[config.mk]
export PLATFORM = sky130hd
export DESIGN_NAME = branch_predictor
export DESIGN_NICKNAME = d
export VERILOG_FILES = /design/src/rtl/bp_pkg.sv /design/src/rtl/branch_pred_counter.sv /design/src/rtl/branch_predictor.sv
export SDC_FILE = /design/constraint.sdc
export NUM_CORES = 1
export LEC_CHECK = 0
export BUFFER_PORTS_ARGS = -buffer_cell sky130_fd_sc_hd__buf_4
export CORE_UTILIZATION = 45
export DETAILED_ROUTE_END_ITERATION = 10
export PLACE_DENSITY_LB_ADDON = 0.08
export SYNTH_ARGS = -nofsm -noshare
export SYNTH_HDL_FRONTEND = slang
export SYNTH_HIERARCHICAL = 1
export SYNTH_SLANG_ARGS = --single-unit
[constraint.sdc]
create_clock -name clk -period 3 [get_ports clk]
set_clock_uncertainty 0.2 [all_clocks]
set_input_delay 0.45 -clock clk [delete_from_list [all_inputs] [get_ports clk]]
set_output_delay 0.45 -clock clk [all_outputs]
set_load 0.01 [all_outputs]
[src/rtl/bp_pkg.sv]
// Shared types and helpers for the fetch-side branch predictor.
// The 2-bit counter encoding is fixed: SNT=00, WNT=01, WT=10, ST=11.
package bp_pkg;

   typedef logic [1:0] cnt_t;

   localparam cnt_t SNT       = 2'b00;
   localparam cnt_t WNT       = 2'b01;
   localparam cnt_t WT        = 2'b10;
   localparam cnt_t ST        = 2'b11;
   localparam cnt_t CNT_RESET = WNT;

   // Table index from a word-aligned PC: drop pc[1:0] and keep the next idx_bits bits.
   // The PC is passed zero-extended to 64 bits so the helper serves any PC width.
   function automatic logic [31:0] bp_index(input logic [63:0] pc, input int unsigned idx_bits);
      logic [63:0] mask;
      mask = (64'd1 << idx_bits) - 64'd1;
      return 32'((pc >> 2) & mask);
   endfunction

endpackage

[src/rtl/branch_pred_counter.sv]
// Saturating 2-bit counter next-state logic: taken counts up to ST,
// not-taken counts down to SNT. Purely combinational.
module branch_pred_counter
   import bp_pkg::*;
(
   input  cnt_t cur,
   input  logic taken,
   output cnt_t nxt
);

   // Next counter value, holding at the ends instead of wrapping.
   always_comb begin
      // NOTE: default assigned first so every path drives nxt and no latch is inferred.
      nxt = cur;
      if (taken) begin
         if (cur != ST) nxt = cur + 2'd1;
      end else begin
         if (cur != SNT) nxt = cur - 2'd1;
      end
   end

endmodule

[src/rtl/branch_predictor.sv]
// Bimodal branch predictor: a flop table of 2-bit saturating counters indexed by PC.
// Lookup is registered (result one cycle later, read-before-write against a
// same-cycle update). Updates train the counter at the resolved branch's index.
// Optional build macro BRANCH_PRED_STATS_EN adds a saturating mispredict counter;
// without it mispredict_cnt is tied to zero.
module branch_predictor
   import bp_pkg::*;
#(
   parameter int IDX_BITS = 6,
   parameter int PC_W     = 32
) (
   input  logic            clk,
   input  logic            rst,
   input  logic            lookup_valid,
   input  logic [PC_W-1:0] lookup_pc,
   output logic            predict_valid,
   output logic            predict_taken,
   input  logic            update_valid,
   input  logic [PC_W-1:0] update_pc,
   input  logic            update_taken,
   output logic [15:0]     mispredict_cnt
);

   localparam int ENTRIES = 1 << IDX_BITS;

   logic [IDX_BITS-1:0] lookup_idx;
   logic [IDX_BITS-1:0] update_idx;
   cnt_t                cnt_table [ENTRIES];
   cnt_t                upd_cur;
   cnt_t                upd_nxt;

   assign lookup_idx = IDX_BITS'(bp_index(64'(lookup_pc), IDX_BITS));
   assign update_idx = IDX_BITS'(bp_index(64'(update_pc), IDX_BITS));
   assign upd_cur    = cnt_table[update_idx];

   branch_pred_counter u_counter (
      .cur   (upd_cur),
      .taken (update_taken),
      .nxt   (upd_nxt)
   );

   // Counter table: reset every entry to weakly-not-taken, then train on resolved branches.
   always_ff @(posedge clk) begin
      if (rst) begin
         // NOTE: this table is a flop array, not an SRAM, so a full reset is legal and
         // gives a known starting prediction; an SRAM-backed table could not be reset this way.
         for (int i = 0; i < ENTRIES; i++) begin
            cnt_table[i] <= CNT_RESET;
         end
      end else if (update_valid) begin
         cnt_table[update_idx] <= upd_nxt;
      end
   end

   // Registered lookup; sees the table before any same-cycle update lands.
   always_ff @(posedge clk) begin
      if (rst) begin
         predict_valid <= 1'b0;
         predict_taken <= 1'b0;
      end else begin
         // NOTE: non-blocking assignment samples cnt_table before this edge's update,
         // which is exactly the read-before-write ordering wanted here.
         predict_valid <= lookup_valid;
         if (lookup_valid) begin
            predict_taken <= cnt_table[lookup_idx][1];
         end else begin
            predict_taken <= 1'b0;
         end
      end
   end

`ifdef BRANCH_PRED_STATS_EN
   logic [15:0] miss_q;

   // Count updates whose pre-update prediction disagreed with the outcome, saturating.
   always_ff @(posedge clk) begin
      if (rst) begin
         miss_q <= 16'h0;
      end else if (update_valid && (upd_cur[1] != update_taken) && (miss_q != 16'hFFFF)) begin
         miss_q <= miss_q + 16'd1;
      end
   end

   assign mispredict_cnt = miss_q;
`else
   assign mispredict_cnt = 16'h0;
`endif

endmodule

Word level (Yosys, flattened, before mapping)
Memory sizes are Yosys's and may differ from the RTL's. A register that Yosys moved wholly into a read port is not among the register bits.
Cells that the tools add are included.

cells by class
  eq/ne operators = 1
  bitwise operators = 1
  add/sub/neg operators = 2
  reductions and logical operators = 3
  multiplexer cells = 11

operators by type and width
  operator                                                             count
  2-bit two-way mux                                                    4
  1-bit two-way mux                                                    6
  6-bit two-way mux                                                    1
  2-bit OR reduction                                                   2
  2-bit by 1-bit adder with 2-bit output (second input constant)       1
  2-bit inequality test (second input constant)                        1
  2-bit nonzero test                                                   1
  2-bit by 1-bit subtractor with 2-bit output (second input constant)  1
  1-bit NOT                                                            1

word-level totals
  memories kept = 1
  bits of input ports = 69
  output and inout bits = 18
  flip-flop bits (word level) = 1
  memory bits (writable) = 128

memory list
  name       depth  bits a word  read ports  clocked after Yosys merged registers in  write ports  line                    RTL
  cnt_table  64     2            2           1                                        64           branch_predictor.sv:28  cnt_t cnt_table [ENTRIES];

Longest topological paths before layout
Gate-level depths: netlist of the first run.

  word-level depth = 5
  gate-level depth with buffers = 12
  gate-level depth less buffers = 9

By module
Netlist of the first run, hierarchy kept.

by module, submodules not included
  module               times used  cells an instance  area an instance (µm²)  seq. area each (µm²)
  branch_predictor     1           602                7164.4                  3883.7
  branch_pred_counter  1           3                  26.3                    0.0

Worst setup path before layout of the first run
Ideal clock, no wire load.

  path kind = in2reg
  start = input update_pc[2]
  end = memory cnt_table[0][0] in the netlist's numbering, data pin
  data arrival time = 2.746 ns
  required time = 2.515 ns
  buffers on the path = 1
  stages on the path = 9
  library setup time = 0.285 ns
  path slack = -0.231 ns
  cell sequence = buf_4 mux4_2 a221oi_1 a21oi_1 a21oi_1 nand3_1 maj3_2 nor4_1 nand2_1

RTL lines
  element             line                    RTL
  start: declaration  branch_predictor.sv:19  input logic [PC_W-1:0] update_pc,
  end: declaration    branch_predictor.sv:28

==> impl_metrics.csv, run 1 <==
group,metric,value,unit
worst_setup_path,start_kind,"register",
cts,cts_htree_levels,4,
sta,holdWs,0.133,ns
cts,clk_latency,0.43,ns
placement,dp_hpwl,15200,microns
logic_synthesis,ys_seq_area_frac,0.540,
worst_setup_path,cp.depth,11,
route,num_vias,5319,
power_and_ir_drop,p_comb_frac,0.122,
final_layout,nets,750,
cts,tritoncts,"yes",
logic_synthesis,synthXorXnorAreaFrac,0,
worst_setup_path,path_max_fanout,8,
sta,fmax,336,MHz
global_route,grt_pass1_vias,5396,
cts,cts_hold_buf,0,
die,core_area,15400,sq um
sta,slew_violations,0,
global_route,overflow,0,
worst_setup_path,crit_type,"register to register",
cts,root_buffer,"clkbuf_16",
die,ios,87,
power_and_ir_drop,p_sw_frac,0.243,
route,wirelength,21500,microns
power_and_ir_drop,clock_power_share,0.443,
die,die_area,16500,sq um
worst_setup_path,reg2reg_slack,0.03,ns
job,drv_cap,0,
die,die_x,128,microns
cts,cts_buffers,17,
route,final_antenna_net_count,0,
cts,cts.sinks,130,
route,routedWlPerCell,23.8,microns
power_and_ir_drop,p_int,3570,uW
route,drc,0,
die,rows,45,
final_layout,drive_above_1_share,0.298,
logic_synthesis,synth-seq-cells,130,
worst_setup_path,cp-end-kind,"register",
logic_synthesis,muxShareOfSynthArea,0.154,
worst_setup_path,r2r.worst_path.cells,11,
worst_setup_path,required,2.98,ns
die,start_util,0.468,
worst_setup_path,path_buf_inv,3,
worst_setup_path,critPathSlowestCell,"maj3_4",
final_layout,area_growth,21.5,%
final_layout,antenna_cells,0,
die,die_h,128,microns
logic_synthesis,synth-compound-area-share,0.101,
sta,finalSetupViolCount,0,
worst_setup_path,arrival,2.95,ns
power_and_ir_drop,power_frac_seq,0.435,
sta,rsz0062_at_grt,"yes",
power_and_ir_drop,peakVddDrop,0.000381,V
worst_hold_path,min_path_cells,2,
placement,place_congestion,0.857,
worst_setup_path,crit_chain,"mux2_4 -> a22o_1 -> a22o_1 -> a211oi_2 -> buf_4 -> nand4_1 -> buf_4 -> maj3_4 -> nand4b_1 -> buf_6 -> nor2_1",
cts,clk_path_buf_depth,2,
route,firstDrtPassIters,5,
sta,period_share,0.991,
power_and_ir_drop,p_per_area,539,nW/um^2
logic_synthesis,synthSimpleGateAreaFrac,0.149,
logic_synthesis,synth_top_family_by_area,"multiplexers",
logic_synthesis,ys_warn_count,6,
sta,slew_headroom,0.594,
worst_setup_path,slowest_delay,0.41,ns
logic_synthesis,syn_avg_cell_area,11.9,sq um
route,routed_via_density,5.88,
logic_synthesis,netlist_instances,605,
sta,tightest_slew,0.607,ns
final_layout,layout_commonest_cell,"edfxtp_1",
worst_setup_path,path_delay_family,"compound AO/OA/AOI/OAI gates",
global_route,antenna_found_initial,0,
sta,finalHoldViolCount,0,
final_layout,finish.utilization,0.568,
global_route,grt_max_degree,50,
route,drt_iter0_markers,568,
power_and_ir_drop,p_leak,0.00319,uW
final_layout,final_cell_mix,"edfxtp_1 (128), buf_4 (103), nand2_1 (83), nor2_1 (78), a21o_1 (43)",
sta,fin_crit,2.97,ns
cts,clkTransAtPathRegs,0.06,ns
logic_synthesis,yosys.area_share.adder,0.00313,
global_route,grt_pass1_wl,31800,microns
power_and_ir_drop,p_sw,1140,uW
global_route,grt_usage,0.276,
logic_synthesis,synth_cell_types,48,
logic_synthesis,synth.cell_area,7190,sq um
worst_hold_path,hp-class,"input port to register",
placement,numPortBuffers,18,
status,status,"finished clean",
## path summary, 6_finish.rpt
kind / from / to
setup / recovery: cnt_table[54][0] / cnt_table[44][1]
hold / removal: lookup_valid / predict_valid
setup reg to reg: cnt_table[54][0] / cnt_table[44][1]
hold reg to reg: cnt_table[59][1] / predict_taken
## power by group through the flow
stage | logic [uW] | clock network, uW | registers (uW)
after floorplan | 323 | 0 | 2080
after global placement | 503 | 0 | 2080
after detailed placement | 510 | 0 | 2090
after CTS | 550 | 2100 | 2050
after global routing | 608 | 2190 | 2050
final | 576 | 2080 | 2050
## flip-flops by register name, summed over array words and instances, names as in the netlist
name / cells
predict_taken: 1
cnt_table: 128
predict_valid: 1
## cells in the mapped netlist, drive strengths merged
| cell type | n | area, sq um |
|---|---|---|
| nor3b | 3 | 22.5 |
| o21bai | 16 | 120 |
| o311a | 1 | 10.0 |
| and3 | 6 | 37.5 |
| nor4 | 1 | 6.26 |
| nor3 | 7 | 40.0 |
| a21o | 43 | 323 |
| a221oi | 5 | 43.8 |
| or2 | 5 | 31.3 |
| o211a | 1 | 10.0 |
| and3b | 5 | 43.8 |
| dfxtp | 2 | 40.0 |
| edfxtp | 128 | 3840 |
| o311ai | 1 | 8.76 |
| o221ai | 1 | 8.76 |
| conb | 1 | 3.75 |
| a211oi | 3 | 27.5 |
| o21ai | 8 | 40.0 |
| clkbuf | 27 | 103 |
| or3 | 2 | 12.5 |
| buf | 42 | 260 |
| nand2 | 89 | 334 |
| nand3b | 7 | 52.6 |
| nand4b | 2 | 17.5 |
| a22o | 3 | 26.3 |
| mux4 | 34 | 796 |
| maj3 | 2 | 22.5 |
| nand3 | 8 | 40.0 |
| inv | 3 | 11.3 |
| nand4 | 1 | 6.26 |
| a21oi | 10 | 50.1 |
| nand2b | 6 | 37.5 |
| nor2b | 8 | 50.1 |
| a22oi | 4 | 30.0 |
| o22ai | 5 | 31.3 |
| nor2 | 79 | 297 |
| mux2 | 8 | 90.1 |
| mux2i | 22 | 220 |
| and2 | 4 | 25.0 |
| or3b | 2 | 17.5 |
## timing repair
action / 4_1_cts / 5_1_grt
pin swaps: 4 / 3
resized for setup: 14 / 12
setup buffers: 3 / 1
endpoints found under the setup margin: 76 / 114
cloned: 0 / 1
## final cells by class
cell class	count	area (sq um)
repair buffers	110	878
clock inverters	12	131
well taps	211	264
multi-input cells	419	3100
fillers	1319	6640
clock buffers	20	467
inverters	3	11.3
flip-flops and latches	130	3880
## routing by layer
| metal | GRT usage | vias up | part of all wire |
|---|---|---|---|
| li1 | - | 2372 | - |
| met1 | 0.371 | 2658 | 0.42 |
| met2 | 0.428 | 241 | 0.47 |
| met3 | 0.0661 | 48 | 0.083 |
| met4 | 0.122 | 0 | 0.031 |
| met5 | 0 | - | 0 |
## metrics by stage
| stage | TNS [ns] | instances | cell area (sq um) | total power [uW] | setup WS (ns) |
|---|---|---|---|---|---|
| finish | 0 | 905 | 8740 | 4710 | 0.0282 |
| global route | -0.143 | 905 | 8740 | 4850 | -0.0242 |
| CTS | -0.00240 | 903 | 8660 | 4700 | -0.00240 |
| detailed placement | -56.38 | 868 | 7970 | 2600 | -0.532 |
| global placement | -55.18 | 868 | 7970 | 2590 | -0.541 |
| floorplan | -0.318 | 620 | 7260 | 2400 | -0.0107 |
## logic make-up (layout without fill, tap and decap cells)
| group | count (synthesis) | after routing |
|---|---|---|
| flip-flops | 130 | 130 |
| multiplexers | 64 | 64 |
| other | 1 | 16 |
| buffers and inverters | 72 | 145 |
| adder cells (fa/ha/maj) | 2 | 3 |
| AND/OR/NAND/NOR | 235 | 235 |
| AO/OA/AOI/OAI | 101 | 101 |
No activity file was read; power rests on OpenSTA's default activity.
==> inputs of run 2 (changes only) <==
clock period = 2.8 ns   (was 3 ns; I/O delays follow)
==> impl_metrics.csv, run 2 (synthesized netlist as in run 1, its figures left out) <==
group,metric,value,unit
route,num_vias,5414,
die,die_h,128,microns
sta,finalSetupViolCount,45,
worst_hold_path,min_path_cells,3,
final_layout,finish.utilization,0.569,
cts,cts_htree_levels,4,
status,status,"complete, but fails checks",
die,ios,87,
worst_setup_path,reg2reg_slack,-0.05,ns
final_layout,largest_reg_flops,128,
power_and_ir_drop,power.total,4920,uW
status,violations,"setup timing",
cts,cts_buffers,17,
worst_hold_path,hp-class,"input port to register",
final_layout,fill_cells,1317,
worst_setup_path,crit_type,"register to register",
power_and_ir_drop,p_per_area,562,nW/um^2
placement,place_congestion,0.890,
route,routed_via_density,5.98,
die,core_area,15400,sq um
global_route,overflow,0,
sta,tightest_slew,0.725,ns
final_layout,multi_input_area,3110,sq um
route,routedWlPerCell,24.1,microns
cts,clkTransAtPathRegs,0.06,ns
power_and_ir_drop,p_leak,0.00320,uW
global_route,grt_pass1_wl,32700,microns
route,drt_iter0_markers,592,
die,start_util,0.468,
final_layout,antenna_cells,0,
sta,fin_crit,2.85,ns
final_layout,layout_commonest_cell,"edfxtp_1",
placement,numPortBuffers,18,
cts,clk_latency,0.42,ns
global_route,grt_usage,0.282,
route,drc,0,
final_layout,finalNonFillerCells,906,
placement,placed_cells,872,
final_layout,drive_above_1_share,0.296,
route,firstDrtPassIters,6,
final_layout,nets,751,
sta,fmax,351,MHz
worst_hold_path,worstHoldEndpoint,"predict_taken",
worst_setup_path,cp-end-kind,"register",
die,die_area,16500,sq um
worst_hold_path,min-delay-start,"lookup_pc[7]",
cts,root_buffer,"clkbuf_16",
worst_setup_path,required,2.77,ns
final_layout,reg_top3,"cnt_table: 128 flops, predict_taken: 1 flops, predict_valid: 1 flops",
route,wirelength,21800,microns
sta,slew_violations,0,
cts,cts.sinks,130,
sta,period_share,1.02,
worst_setup_path,r2r-end,"cnt_table[4][0]",
die,rows,45,
final_layout,area_growth,21.7,%
worst_setup_path,r2r.worst_path.cells,10,
final_layout,regArea,3880,sq um
sta,rsz0062_at_grt,"yes",
cts,tritoncts,"yes",
worst_setup_path,path_max_fanout,8,
final_layout,top_register,"cnt_table",
job,drv_cap,0,
power_and_ir_drop,peakVddDrop,0.000403,V
sta,fin_ws,-0.0511,ns
route,final_antenna_net_count,0,
worst_setup_path,reg2reg_from,"cnt_table[59][1]",
global_route,grt_pass1_vias,5296,
global_route,antenna_found_initial,0,
die,die_x,128,microns
sta,slew_headroom,0.517,
worst_setup_path,start_kind,"register",
placement,dp_hpwl,15700,microns
final_layout,final_cell_mix,"edfxtp_1 (128), buf_4 (98), nand2_1 (83), nor2_1 (74), a21o_1 (43)",
global_route,grt_max_degree,63,
sta,finalHoldViolCount,0,
cts,cts_hold_buf,0,
cts,clk_path_buf_depth,2,
worst_setup_path,arrival,2.82,ns
-- run 2: changes by cell type in the layout (fill, tap and decap cells not counted), sizes merged --
| cell | previous run | this run |
|---|---|---|
| buf | 110 | 112 |
| clkinv | 5 | 7 |
| inv | 4 | 3 |
| maj3 | 3 | 2 |
| clkinvlp | 4 | 3 |
-- run 2: worst max-delay path, cell delays in order, from the launching register on --
cell and delay (ns):
edfxtp_1 0.40, mux4_2 0.52, a221oi_2 0.27, a21oi_2 0.08
a21oi_2 0.14, nand3_2 0.11, maj3_2 0.33, buf_6 0.16
nor4_4 0.15, buf_6 0.17, nand2_1 0.05
-- run 2: timing repair --
| item | CTS | global route |
|---|---|---|
| pin swaps | 2 | 4 |
| gates resized for setup | 10 | 17 |
| buffers inserted | 1 | 1 |
| endpoints found under the setup margin | 125 | 127 |
-- run 2: how the worst max path moves through the flow --
| stage | from | to | slack (ns) | cells after the start |
|---|---|---|---|---|
| after detailed placement | update_pc[4] | cnt_table[16][1] | -0.51 | 11 |
| final | cnt_table[59][1] | cnt_table[4][0] | -0.05 | 10 |
| after global routing | cnt_table[59][1] | cnt_table[0][0] | -0.13 | 10 |
| after global placement | update_pc[3] | cnt_table[5][0] | -0.50 | 12 |
| after floorplan | update_pc[2] | cnt_table[61][0] | -0.04 | 10 |
| after CTS | cnt_table[59][1] | cnt_table[4][0] | -0.07 | 10 |
-- run 2: final cells by class --
class | count | area share
well taps | 211 | 0.0302
multi-input cells | 418 | 0.356
clock inverters | 12 | 0.0133
inverters | 3 | 0.00129
repair buffers | 112 | 0.106
flip-flops and latches | 130 | 0.444
clock buffers | 20 | 0.0499
-- run 2: stage by stage --
step	area [sq um]	setup slack, ns	hold slack [ns]	setup TNS, ns
detailed placement	8080	-0.507	0.529	-55.12
finish	8750	-0.0511	0.103	-0.889
floorplan	7340	-0.0385	0.315	-1.52
CTS	8670	-0.0723	0.0893	-1.25
global route	8750	-0.131	0.109	-6.78
global placement	8080	-0.504	0.527	-56.44
-- run 2: where the power goes --
group / total [uW] / switching (uW) / internal [uW]
clock: 2110 / 817 / 1290
combinational: 615 / 352 / 262
sequential: 2200 / 21.2 / 2180
total: 4920 / 1190 / 3730
-- run 2: layer usage --
layer	vias to the layer above	wire (microns)	GRT usage
li1	2373	-	-
met1	2737	9070	0.381
met2	269	10300	0.454
met3	35	1850	0.0511
met4	0	543	0.112
met5	-	0	0
==> inputs of run 3 (changes only) <==
GPL_ROUTABILITY_DRIVEN = 0   (was default)
SLEW_MARGIN = 0   (was default)
clock period = 2.9 ns   (was 2.8 ns; I/O delays follow)
==> impl_metrics.csv, run 3 (synthesized netlist as in run 1, its figures left out) <==
group,metric,value,unit
status,status,"complete, but fails checks",
status,violations,"setup timing",
final_layout,largest_reg_flops,128,
route,wirelength,21900,microns
die,die_area,16500,sq um
final_layout,reg_top3,"cnt_table: 128 flops, predict_taken: 1 flops, predict_valid: 1 flops",
job,drv_cap,0,
die,start_util,0.468,
final_layout,finalNonFillerCells,922,
final_layout,antenna_cells,0,
placement,placed_cells,887,
power_and_ir_drop,p_leak,0.00333,uW
sta,fmax,342,MHz
final_layout,fill_cells,1269,
sta,holdWs,0.106,ns
route,firstDrtPassIters,5,
placement,numPortBuffers,18,
cts,cts_htree_levels,4,
route,routed_via_density,5.86,
global_route,grt_usage,0.285,
worst_hold_path,hp-class,"input port to register",
cts,clkTransAtPathRegs,0.06,ns
die,core_area,15400,sq um
cts,root_buffer,"clkbuf_16",
sta,tightest_slew,0.755,ns
cts,cts_hold_buf,0,
worst_setup_path,arrival,2.92,ns
worst_setup_path,reg2reg_from,"cnt_table[59][1]",
cts,tritoncts,"yes",
worst_setup_path,crit_start,"cnt_table[59][1]",
cts,clk_latency,0.43,ns
final_layout,top_register,"cnt_table",
final_layout,final_cell_mix,"edfxtp_1 (128), buf_4 (115), nand2_1 (76), nor2_1 (74), a21o_1 (43)",
sta,period_share,1.01,
cts,cts.sinks,130,
worst_setup_path,cp-end-kind,"register",
sta,finalSetupViolCount,24,
power_and_ir_drop,power.total,5000,uW
sta,finalHoldViolCount,0,
final_layout,nets,767,
route,drc,0,
worst_hold_path,min-delay-start,"lookup_valid",
die,die_h,128,microns
route,num_vias,5399,
worst_setup_path,required,2.89,ns
final_layout,layout_commonest_cell,"edfxtp_1",
global_route,grt_pass1_wl,33000,microns
die,rows,45,
final_layout,area_growth,24.6,%
route,drt_iter0_markers,530,
worst_setup_path,path_max_fanout,8,
cts,cts_buffers,17,
final_layout,drive_above_1_share,0.328,
route,final_antenna_net_count,0,
final_layout,multi_input_area,3140,sq um
cts,clk_path_buf_depth,2,
die,die_x,128,microns
sta,fin_ws,-0.0277,ns
power_and_ir_drop,p_per_area,558,nW/um^2
placement,dp_hpwl,15400,microns
sta,fin_crit,2.93,ns
sta,slew_headroom,0.496,
route,routedWlPerCell,23.8,microns
worst_setup_path,crit_type,"register to register",
global_route,grt_pass1_vias,5313,
power_and_ir_drop,peakVddDrop,0.000460,V
global_route,antenna_found_initial,0,
final_layout,finish.utilization,0.583,
global_route,grt_max_degree,66,
final_layout,regArea,3880,sq um
global_route,overflow,0,
sta,slew_violations,0,
sta,rsz0062_at_grt,"yes",
worst_setup_path,start_kind,"register",
die,ios,87,
==> run 3: cell count changes in the layout (fill, tap and decap cells not counted), sizes merged <==
cell,previous run,this run
clkbuf,20,17
inv,3,4
buf,112,128
clkinv,7,5
clkinvlp,3,5
bufinv,2,4
==> run 3: critical path, stage by stage (launching register included) <==
cell      delay (ns)
edfxtp_1        0.40
mux4_2          0.52
a221oi_2        0.32
a21oi_2         0.08
a21oi_2         0.15
nand3_2         0.09
buf_4           0.15
maj3_4          0.44
nand4b_1        0.15
buf_6           0.14
nor2_1          0.05
==> run 3: power by group <==
| part | leakage, uW | switching (uW) | total [uW] | internal (uW) |
|---|---|---|---|---|
| Sequential | 0.00114 | 21.9 | 2120 | 2100 |
| Clock | 0.000288 | 841 | 2270 | 1430 |
| Combinational | 0.00190 | 342 | 608 | 266 |
==> run 3: layer usage <==
layer	vias to the layer above	GRT usage	part of all wire
met5	-	0	0
met4	0	0.0976	0.025
met3	42	0.0570	0.079
met2	268	0.456	0.47
met1	2693	0.390	0.42
li1	2396	-	-
==> run 3: timing repair <==
action                     4_1_cts  5_1_grt
gates resized for setup         13       32
setup buffers                    1        2
setup endpoints to repair       94      124
pin swaps                        4       12
==> run 3: cell type report <==
cell class | count | area share
multi-input cells | 418 | 0.351
flip-flops and latches | 130 | 0.434
well taps | 211 | 0.0295
repair buffers | 128 | 0.116
inverters | 3 | 0.00168
clock inverters | 15 | 0.0211
clock buffers | 17 | 0.0475
==> run 3: metrics by stage <==
stage          instance area [sq um]  TNS, ns  setup WS, ns
3_3_place_gp                    8140   -52.37        -0.468
4_1_cts                         8810        0       0.00740
2_1_floorplan                   7300   -0.883       -0.0313
3_5_place_dp                    8140   -52.47        -0.485
6_report                        8960   -0.287       -0.0277
5_1_grt                         8960    -5.59        -0.114
==> run 3: final timing paths <==
kind | cells past startpoint | slack (ns) | end
min reg2reg | 4 | 0.72 | predict_taken
max reg2reg | 10 | -0.03 | cnt_table[46][1]
max | 10 | -0.03 | cnt_table[46][1]
min | 2 | 0.11 | predict_valid
